$ cat src/rtl/ifm_conv_addr_gen_pkg.sv
// Shared types and elaboration-time geometry helpers for the IFM convolution
// address generator.
package ifm_conv_addr_gen_pkg;

  // Width of each nested window counter (kx/ky/c/ox/oy).
  localparam int CNT_W  = 16;
  // Width of the signed coordinate/base arithmetic.
  localparam int BASE_W = 32;

  typedef enum logic [1:0] {
    ST_IDLE = 2'd0,
    ST_RUN  = 2'd1,
    ST_DONE = 2'd2
  } state_t;

  // Output feature map edge O = (W + 2P - K)/S + 1.
  function automatic int ofm_size(input int w, input int k, input int s, input int p);
    return (w + 2 * p - k) / s + 1;
  endfunction

  // Beats in one full frame sweep: O*O*C*K*K.
  function automatic int frame_beats(input int o, input int c, input int k);
    return o * o * c * k * k;
  endfunction

  // Words in one channel plane: W*W.
  function automatic int plane_size(input int w);
    return w * w;
  endfunction

endpackage

$ cat src/rtl/ifm_conv_addr_gen_window_counter.sv
// Nested kx/ky/c/ox/oy sweep counters with per-level wrap and frame-last flags.
module ifm_window_counter
  import ifm_conv_addr_gen_pkg::*;
#(
  parameter int KERNEL_SIZE = 3,
  parameter int OFM_SIZE    = 26,
  parameter int IFM_CHANNEL = 20
) (
  input  logic             clk,
  input  logic             rst_n,
  input  logic             clear,
  input  logic             advance,
  output logic [CNT_W-1:0] kx,
  output logic [CNT_W-1:0] ky,
  output logic             wrap_kx,
  output logic             wrap_ky,
  output logic             wrap_c,
  output logic             wrap_ox,
  output logic             last
);

  localparam logic [CNT_W-1:0] K_MAX = CNT_W'(KERNEL_SIZE - 1);
  localparam logic [CNT_W-1:0] C_MAX = CNT_W'(IFM_CHANNEL - 1);
  localparam logic [CNT_W-1:0] O_MAX = CNT_W'(OFM_SIZE - 1);
  localparam logic [CNT_W-1:0] ONE   = CNT_W'(1);

  logic [CNT_W-1:0] ch;
  logic [CNT_W-1:0] ox;
  logic [CNT_W-1:0] oy;

  // Each level wraps only when every inner level is also at its limit.
  always_comb begin
    wrap_kx = (kx == K_MAX);
    wrap_ky = wrap_kx && (ky == K_MAX);
    wrap_c  = wrap_ky && (ch == C_MAX);
    wrap_ox = wrap_c && (ox == O_MAX);
    last    = wrap_ox && (oy == O_MAX);
  end

  // Counters step once per accepted beat; clear restarts the sweep at beat 0.
  always_ff @(posedge clk or negedge rst_n) begin
    if (!rst_n) begin
      kx <= '0;
      ky <= '0;
      ch <= '0;
      ox <= '0;
      oy <= '0;
    end else if (clear) begin
      kx <= '0;
      ky <= '0;
      ch <= '0;
      ox <= '0;
      oy <= '0;
    end else if (advance) begin
      kx <= wrap_kx ? '0 : kx + ONE;
      if (wrap_kx) ky <= wrap_ky ? '0 : ky + ONE;
      if (wrap_ky) ch <= wrap_c ? '0 : ch + ONE;
      if (wrap_c)  ox <= wrap_ox ? '0 : ox + ONE;
      if (wrap_ox) oy <= last ? '0 : oy + ONE;
    end
  end

endmodule

$ cat src/rtl/ifm_conv_addr_gen.sv
// IFM SRAM address generator for a KxK convolution sweep with stride and
// zero padding; one beat per cycle under a valid/ready handshake.
module ifm_conv_addr_gen
  import ifm_conv_addr_gen_pkg::*;
#(
  parameter int KERNEL_SIZE = 3,
  parameter int STRIDE      = 1,
  parameter int PADDING     = 1,
  parameter int IFM_SIZE    = 26,
  parameter int IFM_CHANNEL = 20,
  parameter int ADDR_WIDTH  = 14
) (
  input  logic                  clk,
  input  logic                  rst_n,
  input  logic                  start,
  input  logic                  addr_ready,
  output logic [ADDR_WIDTH-1:0] ifm_addr,
  output logic                  addr_valid,
  output logic                  pad,
  output logic                  read_en,
  output logic                  last,
  output logic                  busy,
  output logic                  done
);

  localparam int OFM = ofm_size(IFM_SIZE, KERNEL_SIZE, STRIDE, PADDING);

  localparam logic signed [BASE_W-1:0] NEG_P      = BASE_W'(-PADDING);
  localparam logic signed [BASE_W-1:0] NEG_PW     = BASE_W'(-(PADDING * IFM_SIZE));
  localparam logic signed [BASE_W-1:0] S_STEP     = BASE_W'(STRIDE);
  localparam logic signed [BASE_W-1:0] ROW_STEP   = BASE_W'(STRIDE * IFM_SIZE);
  localparam logic signed [BASE_W-1:0] W_STEP     = BASE_W'(IFM_SIZE);
  localparam logic signed [BASE_W-1:0] PLANE_STEP = BASE_W'(plane_size(IFM_SIZE));

  state_t state;
  state_t state_next;

  logic             launch;
  logic             accept;
  logic [CNT_W-1:0] kx;
  logic [CNT_W-1:0] ky;
  logic             wrap_kx;
  logic             wrap_ky;
  logic             wrap_c;
  logic             wrap_ox;
  logic             last_beat;

  // oy_base/ox_base are oy*S-P and ox*S-P; oy_row is oy_base*W, ky_row is
  // ky*W and c_base is c*W*W, all stepped by constants so the beat path
  // needs only adders.
  logic signed [BASE_W-1:0] oy_base;
  logic signed [BASE_W-1:0] ox_base;
  logic signed [BASE_W-1:0] oy_row;
  logic signed [BASE_W-1:0] ky_row;
  logic signed [BASE_W-1:0] c_base;
  logic signed [BASE_W-1:0] iy;
  logic signed [BASE_W-1:0] ix;
  logic signed [BASE_W-1:0] addr_full;
  logic                     pad_raw;

  assign launch = (state == ST_IDLE) && start;
  assign accept = addr_valid && addr_ready;

  ifm_window_counter #(
    .KERNEL_SIZE (KERNEL_SIZE),
    .OFM_SIZE    (OFM),
    .IFM_CHANNEL (IFM_CHANNEL)
  ) u_window_counter (
    .clk     (clk),
    .rst_n   (rst_n),
    .clear   (launch),
    .advance (accept),
    .kx      (kx),
    .ky      (ky),
    .wrap_kx (wrap_kx),
    .wrap_ky (wrap_ky),
    .wrap_c  (wrap_c),
    .wrap_ox (wrap_ox),
    .last    (last_beat)
  );

  // State register.
  always_ff @(posedge clk or negedge rst_n) begin
    if (!rst_n) state <= ST_IDLE;
    else        state <= state_next;
  end

  // Next state: start only honoured in IDLE, DONE lasts exactly one cycle.
  always_comb begin
    state_next = state;
    case (state)
      ST_IDLE: if (start) state_next = ST_RUN;
      ST_RUN:  if (accept && last_beat) state_next = ST_DONE;
      ST_DONE: state_next = ST_IDLE;
      default: state_next = ST_IDLE;
    endcase
  end

  // Handshake and beat outputs; everything is gated to zero outside RUN.
  always_comb begin
    addr_valid = (state == ST_RUN);
    busy       = (state == ST_RUN);
    done       = (state == ST_DONE);
    pad        = addr_valid && pad_raw;
    last       = addr_valid && last_beat;
    read_en    = addr_valid && addr_ready && !pad_raw;
    ifm_addr   = (addr_valid && !pad_raw) ? ADDR_WIDTH'(addr_full) : '0;
  end

  // Signed input coordinates, border test and channel/row-major address.
  always_comb begin
    iy        = oy_base + $signed(BASE_W'(ky));
    ix        = ox_base + $signed(BASE_W'(kx));
    pad_raw   = (iy < 0) || (iy >= W_STEP) || (ix < 0) || (ix >= W_STEP);
    addr_full = c_base + oy_row + ky_row + ix;
  end

  // Incremental bases follow the same wrap flags as the counters so they
  // always describe the beat currently presented.
  always_ff @(posedge clk or negedge rst_n) begin
    if (!rst_n) begin
      oy_base <= '0;
      ox_base <= '0;
      oy_row  <= '0;
      ky_row  <= '0;
      c_base  <= '0;
    end else if (launch) begin
      oy_base <= NEG_P;
      ox_base <= NEG_P;
      oy_row  <= NEG_PW;
      ky_row  <= '0;
      c_base  <= '0;
    end else if (accept) begin
      if (wrap_ky)      ky_row <= '0;
      else if (wrap_kx) ky_row <= ky_row + W_STEP;
      if (wrap_c)       c_base <= '0;
      else if (wrap_ky) c_base <= c_base + PLANE_STEP;
      if (wrap_ox)      ox_base <= NEG_P;
      else if (wrap_c)  ox_base <= ox_base + S_STEP;
      if (wrap_ox) begin
        oy_base <= oy_base + S_STEP;
        oy_row  <= oy_row + ROW_STEP;
      end
    end
  end

endmodule

$ cat config.mk
export PLATFORM = sky130hd
export DESIGN_NAME = ifm_conv_addr_gen
export DESIGN_NICKNAME = d
export VERILOG_FILES = /design/src/rtl/ifm_conv_addr_gen_pkg.sv /design/src/rtl/ifm_conv_addr_gen_window_counter.sv /design/src/rtl/ifm_conv_addr_gen.sv
export SDC_FILE = /design/constraint.sdc
export NUM_CORES = 1
export LEC_CHECK = 0
export CAP_MARGIN = 10
export CORE_ASPECT_RATIO = 0.6
export CORE_MARGIN = 5
export CORE_UTILIZATION = 30
export DETAILED_ROUTE_END_ITERATION = 6
export PLACE_DENSITY = 0.52
export SLEW_MARGIN = 10
export SYNTH_ARGS = -nofsm -noshare
export SYNTH_HDL_FRONTEND = slang
export SYNTH_HIERARCHICAL = 1
export SYNTH_SLANG_ARGS = --single-unit
$ cat constraint.sdc
create_clock -name clk -period 8.44 [get_ports clk]
set_clock_uncertainty 0.2 [all_clocks]
set_input_delay 1.266 -clock clk [delete_from_list [all_inputs] [get_ports clk]]
set_output_delay 1.266 -clock clk [all_outputs]
set_load 0.02 [all_outputs]
==> results.tsv <==
stage	metric	value	unit
status	outcome	finished, final reports clean	
yosys	synth_seq_area_share	32.2	%
sta	worst_pin_slew	0.997	ns
route	firstDrtPassIters	6	
critical_path	worstReg2RegStart	u_window_counter/ky[8]	
yosys	synth_cell_types	89	
floorplanning	core	47500	um^2
critical_path	crit_end	ifm_addr[12]	
global_route	antenna_found_initial	0	
layout	antenna_cells	0	
layout	layout.cells.non_filler	2332	
sta	slew_viol_final	0	
clock_network	cts_tree	built	
pwr	powerDensity	219	nW/um^2
route	vias	13000	
clock_network	cts_hold_buf	0	
layout	final_layout_size_suffix_gt1_share	5.44	%
route	totalWireLength	42800	um
pwr	leakage	6.33	nW
clock_network	clk_transition_reported_paths	0.08	ns
floorplanning	die_w	292	um
route	drcViolationCount	0	
min_path	hold_class	reg2reg	
clock_network	cts-resized-gates	0	
critical_path	cp_slowest_cell	o21ai_0	
critical_path	reg2reg_depth	12	
critical_path	worstSetupPathType	reg2out	
clock_network	cts-root-buf	clkbuf_16	
route	drt_iter0_drc	1219	
critical_path	arrival	5.47	ns
route	ant_nets	0	
yosys	synth-main-ff-cell	dfrtp_1	
sta	rsz0062_at_grt	no	
placed_design	gp_congestion	1.03	
layout	area_growth	9.62	%
yosys	postSynth.asyncResetShare	100	%
floorplanning	top_level_ports	24	
placed_design	port_buffers	23	
critical_path	cp_top_family	compound AO/OA/AOI/OAI gates	
yosys	yosys_warnings	6	
critical_path	ff2ff_setup_slack	2.91	ns
critical_path	crit_cells	18	
yosys	ys_seq_elements	184	
sta	finalHoldViolCount	0	
sta	setup-violations-final	0	
clock_network	post_cts_buffers	0	
sta	max_slew_margin	32.9	%
clock_network	clockBufferDepth	2	
placed_design	hpwl	31900	um
sta	tns	0	ns
critical_path	required	6.97	ns
global_route	gr-usage-all-layers	16.4	%
sta	period_minus_slack	6.94	ns
critical_path	r2r_end	ox_base[29]	
floorplanning	die_area	52300	um^2
global_route	grt_pass1_wl	69200	um
clock_network	clk_latency	0.46	ns
sta	finalCritPeriodShare	82.2	%
route	post_drt_wl_per_cell	18.3	um
floorplanning	die_y	179	um
global_route	grt_max_degree	87	
clock_network	clkSinkCount	184	
route	viasPerCell	5.58	
floorplanning	rows	62	
floorplanning	start_util	30.2	%
critical_path	crit_chain	ha_1, fa_1, a211oi_1, o21ai_0, o21ai_0, xor2_1, fa_1, inv_1, ha_1, a21oi_1, o21ai_0, a21oi_1, nor2_1, o21a_1, o41a_1, xnor2_1, nor2_2, clkdlybuf4s50_1	
critical_path	cp-end-kind	primary output	
layout	nNetsFinal	1768	
critical_path	critical_path.startpoint_type	register	
sta	fmax	144	MHz
yosys	syn-cell-area	14300	um^2
critical_path	crit_buf_inv	2	
pwr	vdd_ir_drop_max	0.000167	V
global_route	grt_pass1_vias	11900	
placed_design	placed_cells	2300	
critical_path	max_stage_delay	0.65	ns
sta	whs	0.346	ns
yosys	synth_edf_count	0	
yosys	synth_cells	1715	
flow_run	maxCapViolations	0	
yosys	syn_nets	1804	
critical_path	worstPathMaxFanout	6	
critical_path	crit_path_start	u_window_counter/kx[0]	
clock_network	cts_inserted_buffers	17	
yosys	synth.avg_cell_area	8.35	um^2
critical_path	crit_top_cell	o21ai_0	
clock_network	htreeDepth	4	
global_route	grt-ovfl-total	0	
synth_stat cells (all sizes together), types with 18 or more instances:
cell	n	area, um^2
xnor2	55	482
or4	25	191
or3	50	313
nand2	157	589
xor2	56	490
and2	23	144
a21o	18	135
clkbuf	57	214
o21a	21	158
and3	30	188
o21ai	136	684
fa	26	521
buf	30	211
nor4	28	226
ha	59	738
a21oi	119	599
o31ai	18	140
nor2	149	584
inv	91	342
dfrtp	184	4600
nor3	34	175
nand3	91	455
nand4	64	473
cell families after synthesis:
| kind of cell | Yosys count | share of synthesized area [%] |
|---|---|---|
| buffers and inverters | 179 | 5.39 |
| adder cells (fa/ha/maj) | 85 | 8.79 |
| AO/OA/AOI/OAI | 416 | 18.3 |
| flip-flops | 184 | 32.2 |
| multiplexers | 13 | 0.927 |
| XOR/XNOR | 111 | 6.79 |
| AND/OR/NAND/NOR | 725 | 27.6 |
| other | 2 | 0.0525 |
state kept, by name, summed over array words and instances (netlist names):
register and count:
ox_base 32, oy_base 32, u_window_counter/ch 16, u_window_counter/kx 16, u_window_counter/ky 16, u_window_counter/ox 16
u_window_counter/oy 16, ky_row 13, oy_row 13, c_base 12, state 2
worst min path at each step:
stage	cells past startpoint	start	end
2_1_floorplan	1	c_base[12]	c_base[12]
4_1_cts	2	oy_base[5]	oy_base[5]
3_3_place_gp	2	u_window_counter/ox[15]	u_window_counter/ox[15]
3_5_place_dp	2	oy_base[5]	oy_base[5]
6_report	2	u_window_counter/ox[15]	u_window_counter/ox[15]
5_1_grt	2	oy_row[13]	oy_row[13]
placed cells by master (no fill, tap or decap), types with 11 or more instances in the layout:
cell	n
xnor2_1	55
clkdlybuf4s50_1	22
o21a_1	21
clkbuf_16	17
nor4_1	24
fa_1	26
nor2_2	11
a21o_1	18
ha_1	59
nand3_1	91
dfrtp_1	184
nand4_1	58
nand2_1	157
nor2_1	138
and2_1	23
nor3_1	33
o211ai_1	17
inv_1	90
xor2_1	56
nand2b_1	11
o2111ai_1	12
or3_1	50
o31ai_1	17
o21ai_0	134
and3_1	30
and4_1	14
or4_1	24
mux2i_1	11
a21oi_1	118
power by group:
part	switching [mW]	internal, mW	total [mW]
Clock	0.402	0.573	0.975
Sequential	0.124	0.945	1.07
Combinational	0.848	0.540	1.39
final cells by class:
class	count	area, um^2
tap	640	801
inverter	92	347
sequential	184	4600
clock buffer	18	439
clock inverter	14	259
timing repair buffer	32	302
fill	4975	31800
multi-input combinational	1352	8940
tightest hold or removal path, delay by kind of cell (launching register included):
kind / cells / cell delay [ns]
DFF: 1 / 0.39
and+or+nand+nor: 1 / 0.06
muxes: 1 / 0.06
metrics by stage:
stage          setup slack, ns  power, mW  cell area (um^2)  util [%]
5_1_grt                   1.10       3.69             15700      33.1
3_5_place_dp              2.03       2.45             15000      31.6
4_1_cts                   1.49       3.45             15700      33.1
6_report                  1.50       3.43             15700      33.1
3_3_place_gp              2.05       2.46             15000      31.6
2_1_floorplan             3.09       2.07             14300         -
routing by layer:
| layer | part of all wire [%] | track usage [%] |
|---|---|---|
| met2 | 38 | 21.2 |
| met4 | 0.69 | 2.40 |
| met3 | 7.5 | 4.21 |
| met5 | 0 | 0 |
| met1 | 54 | 26.9 |
(Power assumes the default switching activity.)
